$ cat src/rtl/npc_gen_pkg.sv
// Shared types for the next-PC generator: word type, forward class, FSM states.
package npc_gen_pkg;

  typedef logic [31:0] word_t;

  typedef enum logic [1:0] {
    NO_FORWARD = 2'd0,
    PCW        = 2'd1,
    PCM        = 2'd2
  } forward_pc_type_t;

  typedef enum logic [1:0] {
    S_BOOT,
    S_RUN,
    S_PEND
  } npc_state_t;

  localparam word_t RESET_PC_DEFAULT = 32'hBFC00000;

endpackage

$ cat src/rtl/npc_gen_redir_arb.sv
// Priority encoder over redirect sources: lowest set index wins, reports {hit, idx, pc, class}.
module npc_redir_arb
  import npc_gen_pkg::*;
#(
  parameter int unsigned NUM_REDIR    = 4,
  parameter int unsigned NUM_WB_REDIR = 2,
  localparam int unsigned IW          = (NUM_REDIR > 1) ? $clog2(NUM_REDIR) : 1
) (
  input  logic [NUM_REDIR-1:0]    i_valid,
  input  logic [NUM_REDIR*32-1:0] i_pc,
  output logic                    o_hit,
  output logic [IW-1:0]           o_idx,
  output word_t                   o_pc,
  output forward_pc_type_t        o_class
);

  always_comb begin
    o_hit   = 1'b0;
    o_idx   = '0;
    o_pc    = '0;
    o_class = NO_FORWARD;
    // Walk from the lowest priority upward so the lowest set index is written last.
    for (int unsigned k = NUM_REDIR; k > 0; k--) begin
      if (i_valid[k-1]) begin
        o_hit = 1'b1;
        o_idx = IW'(k - 1);
        o_pc  = i_pc[(k-1)*32 +: 32];
      end
    end
    if (o_hit) begin
      o_class = (32'(o_idx) < NUM_WB_REDIR) ? PCW : PCM;
    end
  end

endmodule

$ cat src/rtl/npc_gen.sv
// Fetch PC owner: redirect/replay/predictor/sequential next-PC select with stalled-redirect buffering.
// Optional NPC_ALIGN_CHECK_EN adds fetch_adel, flagging a misaligned fetch_pc.
module npc_gen
  import npc_gen_pkg::*;
#(
  parameter int unsigned NUM_REDIR    = 4,
  parameter int unsigned NUM_WB_REDIR = 2,
  parameter int unsigned FETCH_WIDTH  = 2,
  parameter word_t       RESET_PC     = RESET_PC_DEFAULT
) (
  input  logic                    clk,
  input  logic                    resetn,
  input  logic [NUM_REDIR-1:0]    redir_valid,
  input  logic [NUM_REDIR*32-1:0] redir_pc,
  input  logic                    replay,
  input  logic                    pred_taken,
  input  logic [31:0]             pred_pc,
  output logic                    fetch_valid,
  output logic [31:0]             fetch_pc,
  input  logic                    fetch_ready,
  output logic                    fetch_kill,
  output forward_pc_type_t        forward_type
`ifdef NPC_ALIGN_CHECK_EN
  ,
  output logic                    fetch_adel
`endif
);

  localparam int unsigned IW   = (NUM_REDIR > 1) ? $clog2(NUM_REDIR) : 1;
  localparam word_t       STEP = 32'(4 * FETCH_WIDTH);

  npc_state_t       r_state, w_state_nxt;
  word_t            r_pc, w_pc_nxt;
  word_t            r_ppc, w_ppc_nxt;
  logic [IW-1:0]    r_pidx, w_pidx_nxt;
  forward_pc_type_t w_fwd, w_pcls;
  logic             w_kill;
  word_t            w_seq;

  logic                 w_a_hit, w_b_hit;
  logic [IW-1:0]        w_a_idx, w_b_idx;
  word_t                w_a_pc, w_b_pc;
  forward_pc_type_t     w_a_cls, w_b_cls;
  logic [NUM_REDIR-1:0] w_mask_valid;

  npc_redir_arb #(.NUM_REDIR(NUM_REDIR), .NUM_WB_REDIR(NUM_WB_REDIR)) u_arb_live (
    .i_valid (redir_valid),
    .i_pc    (redir_pc),
    .o_hit   (w_a_hit),
    .o_idx   (w_a_idx),
    .o_pc    (w_a_pc),
    .o_class (w_a_cls)
  );

  // Second arbiter sees only sources at or above the pending entry's priority.
  always_comb begin
    w_mask_valid = '0;
    for (int unsigned k = 0; k < NUM_REDIR; k++) begin
      w_mask_valid[k] = redir_valid[k] & (k <= 32'(r_pidx));
    end
  end

  npc_redir_arb #(.NUM_REDIR(NUM_REDIR), .NUM_WB_REDIR(NUM_WB_REDIR)) u_arb_pend (
    .i_valid (w_mask_valid),
    .i_pc    (redir_pc),
    .o_hit   (w_b_hit),
    .o_idx   (w_b_idx),
    .o_pc    (w_b_pc),
    .o_class (w_b_cls)
  );

  assign w_seq  = (r_pc & ~(STEP - 32'd1)) + STEP;
  assign w_pcls = (32'(r_pidx) < NUM_WB_REDIR) ? PCW : PCM;

  always_comb begin
    w_state_nxt = r_state;
    w_pc_nxt    = r_pc;
    w_ppc_nxt   = r_ppc;
    w_pidx_nxt  = r_pidx;
    w_fwd       = NO_FORWARD;
    w_kill      = 1'b0;
    case (r_state)
      S_BOOT: w_state_nxt = S_RUN;
      S_RUN: begin
        if (w_a_hit) begin
          if (fetch_ready) begin
            w_pc_nxt = w_a_pc;
            w_fwd    = w_a_cls;
          end else begin
            w_pidx_nxt  = w_a_idx;
            w_ppc_nxt   = w_a_pc;
            w_state_nxt = S_PEND;
          end
        end else if (fetch_ready && !replay) begin
          w_pc_nxt = pred_taken ? pred_pc : w_seq;
        end
      end
      S_PEND: begin
        if (fetch_ready) begin
          w_kill      = 1'b1;
          w_state_nxt = S_RUN;
          w_pc_nxt    = w_b_hit ? w_b_pc  : r_ppc;
          w_fwd       = w_b_hit ? w_b_cls : w_pcls;
        end else if (w_b_hit) begin
          w_pidx_nxt = w_b_idx;
          w_ppc_nxt  = w_b_pc;
        end
      end
      default: w_state_nxt = S_BOOT;
    endcase
  end

  always_ff @(posedge clk or negedge resetn) begin
    if (!resetn) begin
      r_state <= S_BOOT;
      r_pc    <= RESET_PC;
      r_ppc   <= '0;
      r_pidx  <= '0;
    end else begin
      r_state <= w_state_nxt;
      r_pc    <= w_pc_nxt;
      r_ppc   <= w_ppc_nxt;
      r_pidx  <= w_pidx_nxt;
    end
  end

`ifdef NPC_ALIGN_CHECK_EN
  logic r_adel;
  // Sequential steps are always word aligned, so any misalignment came from a redirect or predictor.
  always_ff @(posedge clk or negedge resetn) begin
    if (!resetn) begin
      r_adel <= 1'b0;
    end else if (w_pc_nxt != r_pc) begin
      r_adel <= |w_pc_nxt[1:0];
    end
  end
  assign fetch_adel = r_adel;
`endif

  assign fetch_valid  = (r_state != S_BOOT);
  assign fetch_pc     = r_pc;
  assign fetch_kill   = w_kill;
  assign forward_type = w_fwd;

endmodule

$ cat config.mk
export PLATFORM = sky130hd
export DESIGN_NAME = npc_gen
export DESIGN_NICKNAME = d
export VERILOG_FILES = /design/src/rtl/npc_gen_pkg.sv /design/src/rtl/npc_gen_redir_arb.sv /design/src/rtl/npc_gen.sv
export SDC_FILE = /design/constraint.sdc
export NUM_CORES = 1
export LEC_CHECK = 0
export CORE_MARGIN = 3
export CORE_UTILIZATION = 35
export CTS_CLUSTER_DIAMETER = 50
export DETAILED_ROUTE_END_ITERATION = 8
export PLACE_DENSITY_LB_ADDON = 0.1
export RECOVER_POWER = 100
export SLEW_MARGIN = 20
export SYNTH_ARGS = -nofsm -noshare
export SYNTH_HDL_FRONTEND = slang
export SYNTH_SLANG_ARGS = --single-unit
$ cat constraint.sdc
create_clock -name clk -period 4.7 [get_ports clk]
set_input_delay 0.94 -clock clk [delete_from_list [all_inputs] [get_ports clk]]
set_output_delay 0.94 -clock clk [all_outputs]
set_load 0.01 [all_outputs]
==> results.py, run 1 <==
metrics = {
    "grt": {
        "grt_pass1_vias": 7093,
        "grt_start_max_net_pins": 68,
        "grt_overflow": 0,
        "antenna_found_initial": 2,
        "grtUsageTotal_pct": 24.8,
        "grt_first_pass_wirelength_mm": 39.6,
    },
    "pwr": {
        "p_leak_nw": 3.26,
        "power_density_nw_per_um2": 516,
        "ir_drop_mv": 0.398,
    },
    "route": {
        "dr.pass1.iters": 5,
        "drtIter0Drc": 515,
        "via_per_inst": 6.05,
        "remaining_drc_errors": 0,
        "routed_wirelength_mm": 25.2,
        "ant_nets": 0,
        "routed-via-count": 7333,
        "avgRoutedWirePerCell_microns": 20.8,
    },
    "hold_path": {
        "hold_path_class": "flop to flop",
        "holdPathEnd": "r_ppc[17]$_DFFE_PN0P_",
        "worstHoldPathCells": 2,
        "min-delay-start": "r_ppc[17]$_DFFE_PN0P_",
    },
    "critical_path": {
        "reg2reg_depth": 8,
        "regToRegStartpoint": "r_state[0]$_DFFE_PN0P_",
        "crit_arrival_ps": 4280,
        "crit_path_end_kind": "flop",
        "rr_endpoint": "fetch_pc[24]$_DFFE_PN1P_",
        "crit_required_ps": 4910,
        "path_class": "input pin to flop",
        "cp_max_fo": 24,
        "start_kind": "input pin",
        "ff2ff_setup_slack_ps": 920,
    },
    "floorplan": {
        "initial_core_util_pct": 36.4,
        "core_area_sq_um": 17600,
        "die_y_microns": 141,
        "std_cell_rows": 48,
        "die-width_microns": 141,
        "dieArea_sq_um": 20000,
        "io_pins": 205,
    },
    "logic_synthesis": {
        "synth_ff_type": "dfrtp_1",
        "synth-seq-area-share_pct": 26.7,
        "synth.top_cells.by_area": "dfrtp_1, a21oi_1, nand2_1",
        "synthCells": 831,
        "syn_area_per_cell_sq_um": 7.71,
        "ys_types": 77,
        "syn_area_sq_um": 6400,
        "synth-seq-cells": 68,
        "synthesis.nets": 1004,
        "yosysTopAreaCell": "dfrtp_1",
        "ys_warn_count": 0,
        "synth-edff-count": 0,
        "synthArstFlopShare_pct": 100,
        "synth_top_area_share_pct": 23.1,
    },
    "timing": {
        "finalCritPeriodShare_pct": 86.7,
        "fin_worst_skew_ps": 7.50,
        "setup_viol": 0,
        "relSlewSlack_pct": -24.4,
        "tightest_slew_ps": 1850,
        "min_period_ps": 4070,
        "grt_setup_unrepaired": "no",
        "fmax_mhz": 245,
        "finalHoldViolations": 0,
        "tns_ps": 0,
        "finalMaxSlewViolations": 47,
    },
    "run_status": {
        "status": "finished with violations",
        "violations": "capacitance limit, slew limit",
    },
    "clock_network": {
        "cts_buffers": 9,
        "cts.sinks": 68,
        "clk_pin_slew_ps": 60,
        "tritoncts": "yes",
        "cts-resized-gates": 0,
        "cts-htree-levels": 3,
        "root_buffer": "clkbuf_16",
        "cts_setup_buffers": 0,
        "hold_buffers": 0,
        "ctsLongestPathBuffers": 2,
        "clk-insertion-delay-late_ps": 340,
    },
    "cells_and_area": {
        "layout.cells.most_common": "clkdlybuf4s50_1",
        "finalInstanceArea_sq_um": 8750,
        "nets": 1154,
        "drive_above_1_share_pct": 7.20,
        "mostFrequentLayoutCells": "clkdlybuf4s50_1, a21oi_1, nand2_1",
        "syn_to_final_growth_pct": 36.7,
    },
    "flow_run": {
        "drv_cap": 2,
    },
    "placed_design": {
        "gp_congestion": 0.898,
        "place_hpwl_mm": 18.4,
        "numPortBuffers": 204,
        "dpl_cell_area_sq_um": 8470,
    },
}
## cell families (layout without fill, tap and decap cells)
kind of cell | after synthesis | after routing | share of synthesized area [%]
compound gates | 382 | 382 | 42.0
xor+xnor | 9 | 9 | 1.23
fa+ha+maj | 4 | 4 | 0.781
buf+inv | 102 | 257 | 7.50
flops | 68 | 68 | 26.7
mux | 4 | 4 | 0.664
other cells | 0 | 2 | 0
simple gates | 262 | 262 | 21.1
## layout make-up
class | count | area [sq um]
Clock inverter | 4 | 47.5
Antenna cell | 2 | 5.00
Inverter | 14 | 52.6
Sequential cell | 68 | 1710
Fill cell | 1757 | 8840
Clock buffer | 12 | 256
Timing Repair Buffer | 227 | 2180
Tap cell | 225 | 282
Multi-Input combinational cell | 661 | 4220
## registers in the layout (all words and copies together), names as in the netlist
register  cells
r_ppc        32
fetch_pc     32
r_state       2
r_pidx        2
## routing by layer
layer  vias to the layer above  track usage (%)  wire length [microns]
met1                      3485             33.9                  10900
met5                         -                0                      0
met3                        45             3.74                   1580
met2                       308             39.1                  11800
met4                         0             10.8                   1000
li1                       3495                -                      -
## synth_stat cells (all sizes together) (13+ instances only)
master    n
a21oi    95
nand2    86
dfrtp    59
clkbuf   52
o21ai    47
nor2     46
buf      36
nor2b    30
a211oi   29
nor3     22
o2bb2ai  20
a21boi   19
o211ai   16
a211o    15
a31oi    15
inv      14
a22oi    13
and2     13
## worst max-delay path, cell delays in order
cell and delay [ps]:
dlygate4sd3_1 660, nor4_1 310, buf_4 190, a21oi_1 60
o21ai_0 1400, buf_4 460, a21oi_1 70, o32ai_1 180
## worst max path at each step
stage,slack [ps],from,end
2_1_floorplan,1360,redir_valid[0],forward_type[0]
3_3_place_gp,1040,redir_valid[3],forward_type[1]
3_5_place_dp,1070,redir_valid[3],forward_type[1]
4_1_cts,1030,r_state[0]$_DFFE_PN0P_,forward_type[1]
5_1_grt,380,redir_valid[3],r_pidx[1]$_DFFE_PN0P_
6_report,630,redir_valid[3],r_pidx[1]$_DFFE_PN0P_
## report_power, final
part / internal, mW / total, mW / switching [mW]
sequential: 0.929 / 1.28 / 0.346
combinational: 1.07 / 2.54 / 1.48
clock: 0.438 / 0.699 / 0.261
## metrics by stage
stage	hold WS [ps]	setup slack (ps)	instances	utilization, %	power [mW]
final	480	627	1213	49.7	4.52
after global routing	512	384	1213	49.7	4.88
after CTS	479	1030	1211	49.9	4.62
after detailed placement	466	1070	1195	48.1	3.90
after global placement	460	1040	1195	48.1	3.88
after floorplan	444	1360	831	-	2.92
(Power assumes the default switching activity.)
==> inputs of run 2 (changes only) <==
--- a/config.mk
+++ b/config.mk
@@ -6,7 +6,7 @@
 export NUM_CORES = 1
 export LEC_CHECK = 0
 export CORE_MARGIN = 3
-export CORE_UTILIZATION = 35
+export CORE_UTILIZATION = 43
 export CTS_CLUSTER_DIAMETER = 50
 export DETAILED_ROUTE_END_ITERATION = 8
 export PLACE_DENSITY_LB_ADDON = 0.1
==> constraint.sdc (replaced) <==
create_clock -name clk -period 3.4 [get_ports clk]
set_input_delay 0.68 -clock clk [delete_from_list [all_inputs] [get_ports clk]]
set_output_delay 0.68 -clock clk [all_outputs]
set_load 0.01 [all_outputs]
==> results.py, run 2 (same netlist as run 1, synthesis figures left out) <==
metrics = {
    "timing": {
        "fmax_mhz": 314,
        "finalHoldViolations": 0,
        "tns_ps": 0,
        "tightest_slew_ps": 1450,
        "relSlewSlack_pct": 3.41,
        "finalCritPeriodShare_pct": 93.8,
        "finalMaxSlewViolations": 0,
        "setup_viol": 0,
        "grt_setup_unrepaired": "no",
        "final.setup.worst_slack_ps": 212,
        "fin_worst_skew_ps": 6.09,
        "min_period_ps": 3190,
    },
    "grt": {
        "grtUsageTotal_pct": 28.4,
        "grt_start_max_net_pins": 67,
        "grt_first_pass_wirelength_mm": 37.4,
        "grt_overflow": 0,
        "grt_pass1_vias": 7100,
        "antenna_found_initial": 1,
    },
    "floorplan": {
        "core_area_sq_um": 14200,
        "die-width_microns": 128,
        "std_cell_rows": 43,
        "die_y_microns": 128,
        "dieArea_sq_um": 16400,
        "initial_core_util_pct": 45.1,
        "io_pins": 205,
    },
    "cells_and_area": {
        "layout.cells.most_common": "clkdlybuf4s50_1",
        "seq_area_sq_um": 1710,
        "multi_input_area_sq_um": 4220,
        "syn_to_final_growth_pct": 38.2,
        "mostFrequentLayoutCells": "clkdlybuf4s50_1, a21oi_1, nand2_1",
        "n_fill_cell": 1326,
        "drive_above_1_share_pct": 7.90,
        "nets": 1168,
    },
    "clock_network": {
        "cts_buffers": 9,
        "root_buffer": "clkbuf_16",
        "clk-insertion-delay-late_ps": 340,
        "clk_pin_slew_ps": 60,
        "ctsLongestPathBuffers": 2,
        "cts_setup_buffers": 0,
        "hold_buffers": 0,
        "cts-htree-levels": 3,
        "tritoncts": "yes",
        "cts.sinks": 68,
        "cts-resized-gates": 0,
    },
    "run_status": {
        "status": "completed",
    },
    "placed_design": {
        "numPortBuffers": 204,
        "gp_congestion": 0.973,
        "pre_cts_slack_ps": 254,
        "place_hpwl_mm": 17.7,
    },
    "critical_path": {
        "cp_max_fo": 7,
        "start_kind": "input pin",
        "path_class": "input pin to output pin",
        "crit_arrival_ps": 2510,
        "crit_path_end_kind": "output pin",
        "crit_required_ps": 2720,
        "ff2ff_setup_slack_ps": 880,
    },
    "hold_path": {
        "hold_path_class": "flop to flop",
    },
    "route": {
        "dr.pass1.iters": 8,
        "met2_wirelength_mm": 11.3,
        "routed_wirelength_mm": 23.9,
        "via_per_inst": 6.32,
        "routed-via-count": 7459,
        "met1_length_mm": 9.92,
        "dr_wl_met3_mm": 2.01,
        "remaining_drc_errors": 0,
        "drtIter0Drc": 690,
        "ant_nets": 0,
        "avgRoutedWirePerCell_microns": 20.3,
        "top_layer_used": "met4",
    },
    "pwr": {
        "p_leak_nw": 3.33,
        "power_density_nw_per_um2": 723,
        "ir_drop_mv": 0.361,
    },
    "flow_run": {
        "drv_cap": 0,
    },
}
-- run 2: cell types whose count changed in the layout (fill, tap and decap cells not counted), sizes merged --
cell,change
buf,+7
bufinv,+2
clkbuf,+4
clkinvlp,+1
diode,-1
-- run 2: critical path, stage by stage --
cell and delay (ps):
clkdlybuf4s50_1 670, o21ai_0 140, a2111oi_0 350, dlygate4sd3_1 660
-- run 2: final timing paths --
| check | startpoint | end | depth (start not counted) |
|---|---|---|---|
| max | redir_valid[3] | forward_type[1] | 4 |
| min | r_ppc[16]$_DFFE_PN0P_ | r_ppc[16]$_DFFE_PN0P_ | 2 |
| max reg2reg | r_state[0]$_DFFE_PN0P_ | r_ppc[22]$_DFFE_PN0P_ | 8 |
| min reg2reg | r_ppc[16]$_DFFE_PN0P_ | r_ppc[16]$_DFFE_PN0P_ | 2 |
| max in group asynchronous | resetn | r_ppc[27]$_DFFE_PN0P_ | 2 |
| min in group asynchronous | resetn | fetch_pc[20]$_DFFE_PN0P_ | 1 |
-- run 2: through the flow --
| step | total power, mW | cells | cell area, sq um | hold slack (ps) | utilization [%] |
|---|---|---|---|---|---|
| 2_1_floorplan | 4.03 | 831 | 6400 | 384 | - |
| 3_3_place_gp | 5.38 | 1164 | 8570 | 455 | 60.3 |
| 3_5_place_dp | 5.44 | 1164 | 8570 | 465 | 60.3 |
| 4_1_cts | 6.55 | 1180 | 8910 | 351 | 62.7 |
| 5_1_grt | 6.86 | 1181 | 8850 | 499 | 62.3 |
| 6_report | 6.40 | 1181 | 8850 | 477 | 62.3 |
-- run 2: layer usage --
layer | GRT usage, % | vias up
met5 | 0 | -
met4 | 9.86 | 0
met3 | 4.50 | 34
met2 | 47.0 | 369
met1 | 37.8 | 3534
li1 | - | 3522
-- run 2: layout make-up --
cell class	count	share of cell area, %
multi-input combinational	661	47.7
timing repair buffer	241	26.0
sequential	68	19.3
clock buffer	9	2.54
tap	180	2.54
clock inverter	7	1.30
inverter	14	0.594
antenna	1	0.0283
-- run 2: power breakdown --
| group | switching (mW) | total, mW | internal [mW] | leakage, nW |
|---|---|---|---|---|
| clock | 0.374 | 1.09 | 0.714 | 0.161 |
| combinational | 2.02 | 3.56 | 1.53 | 2.36 |
| sequential | 0.476 | 1.76 | 1.28 | 0.809 |
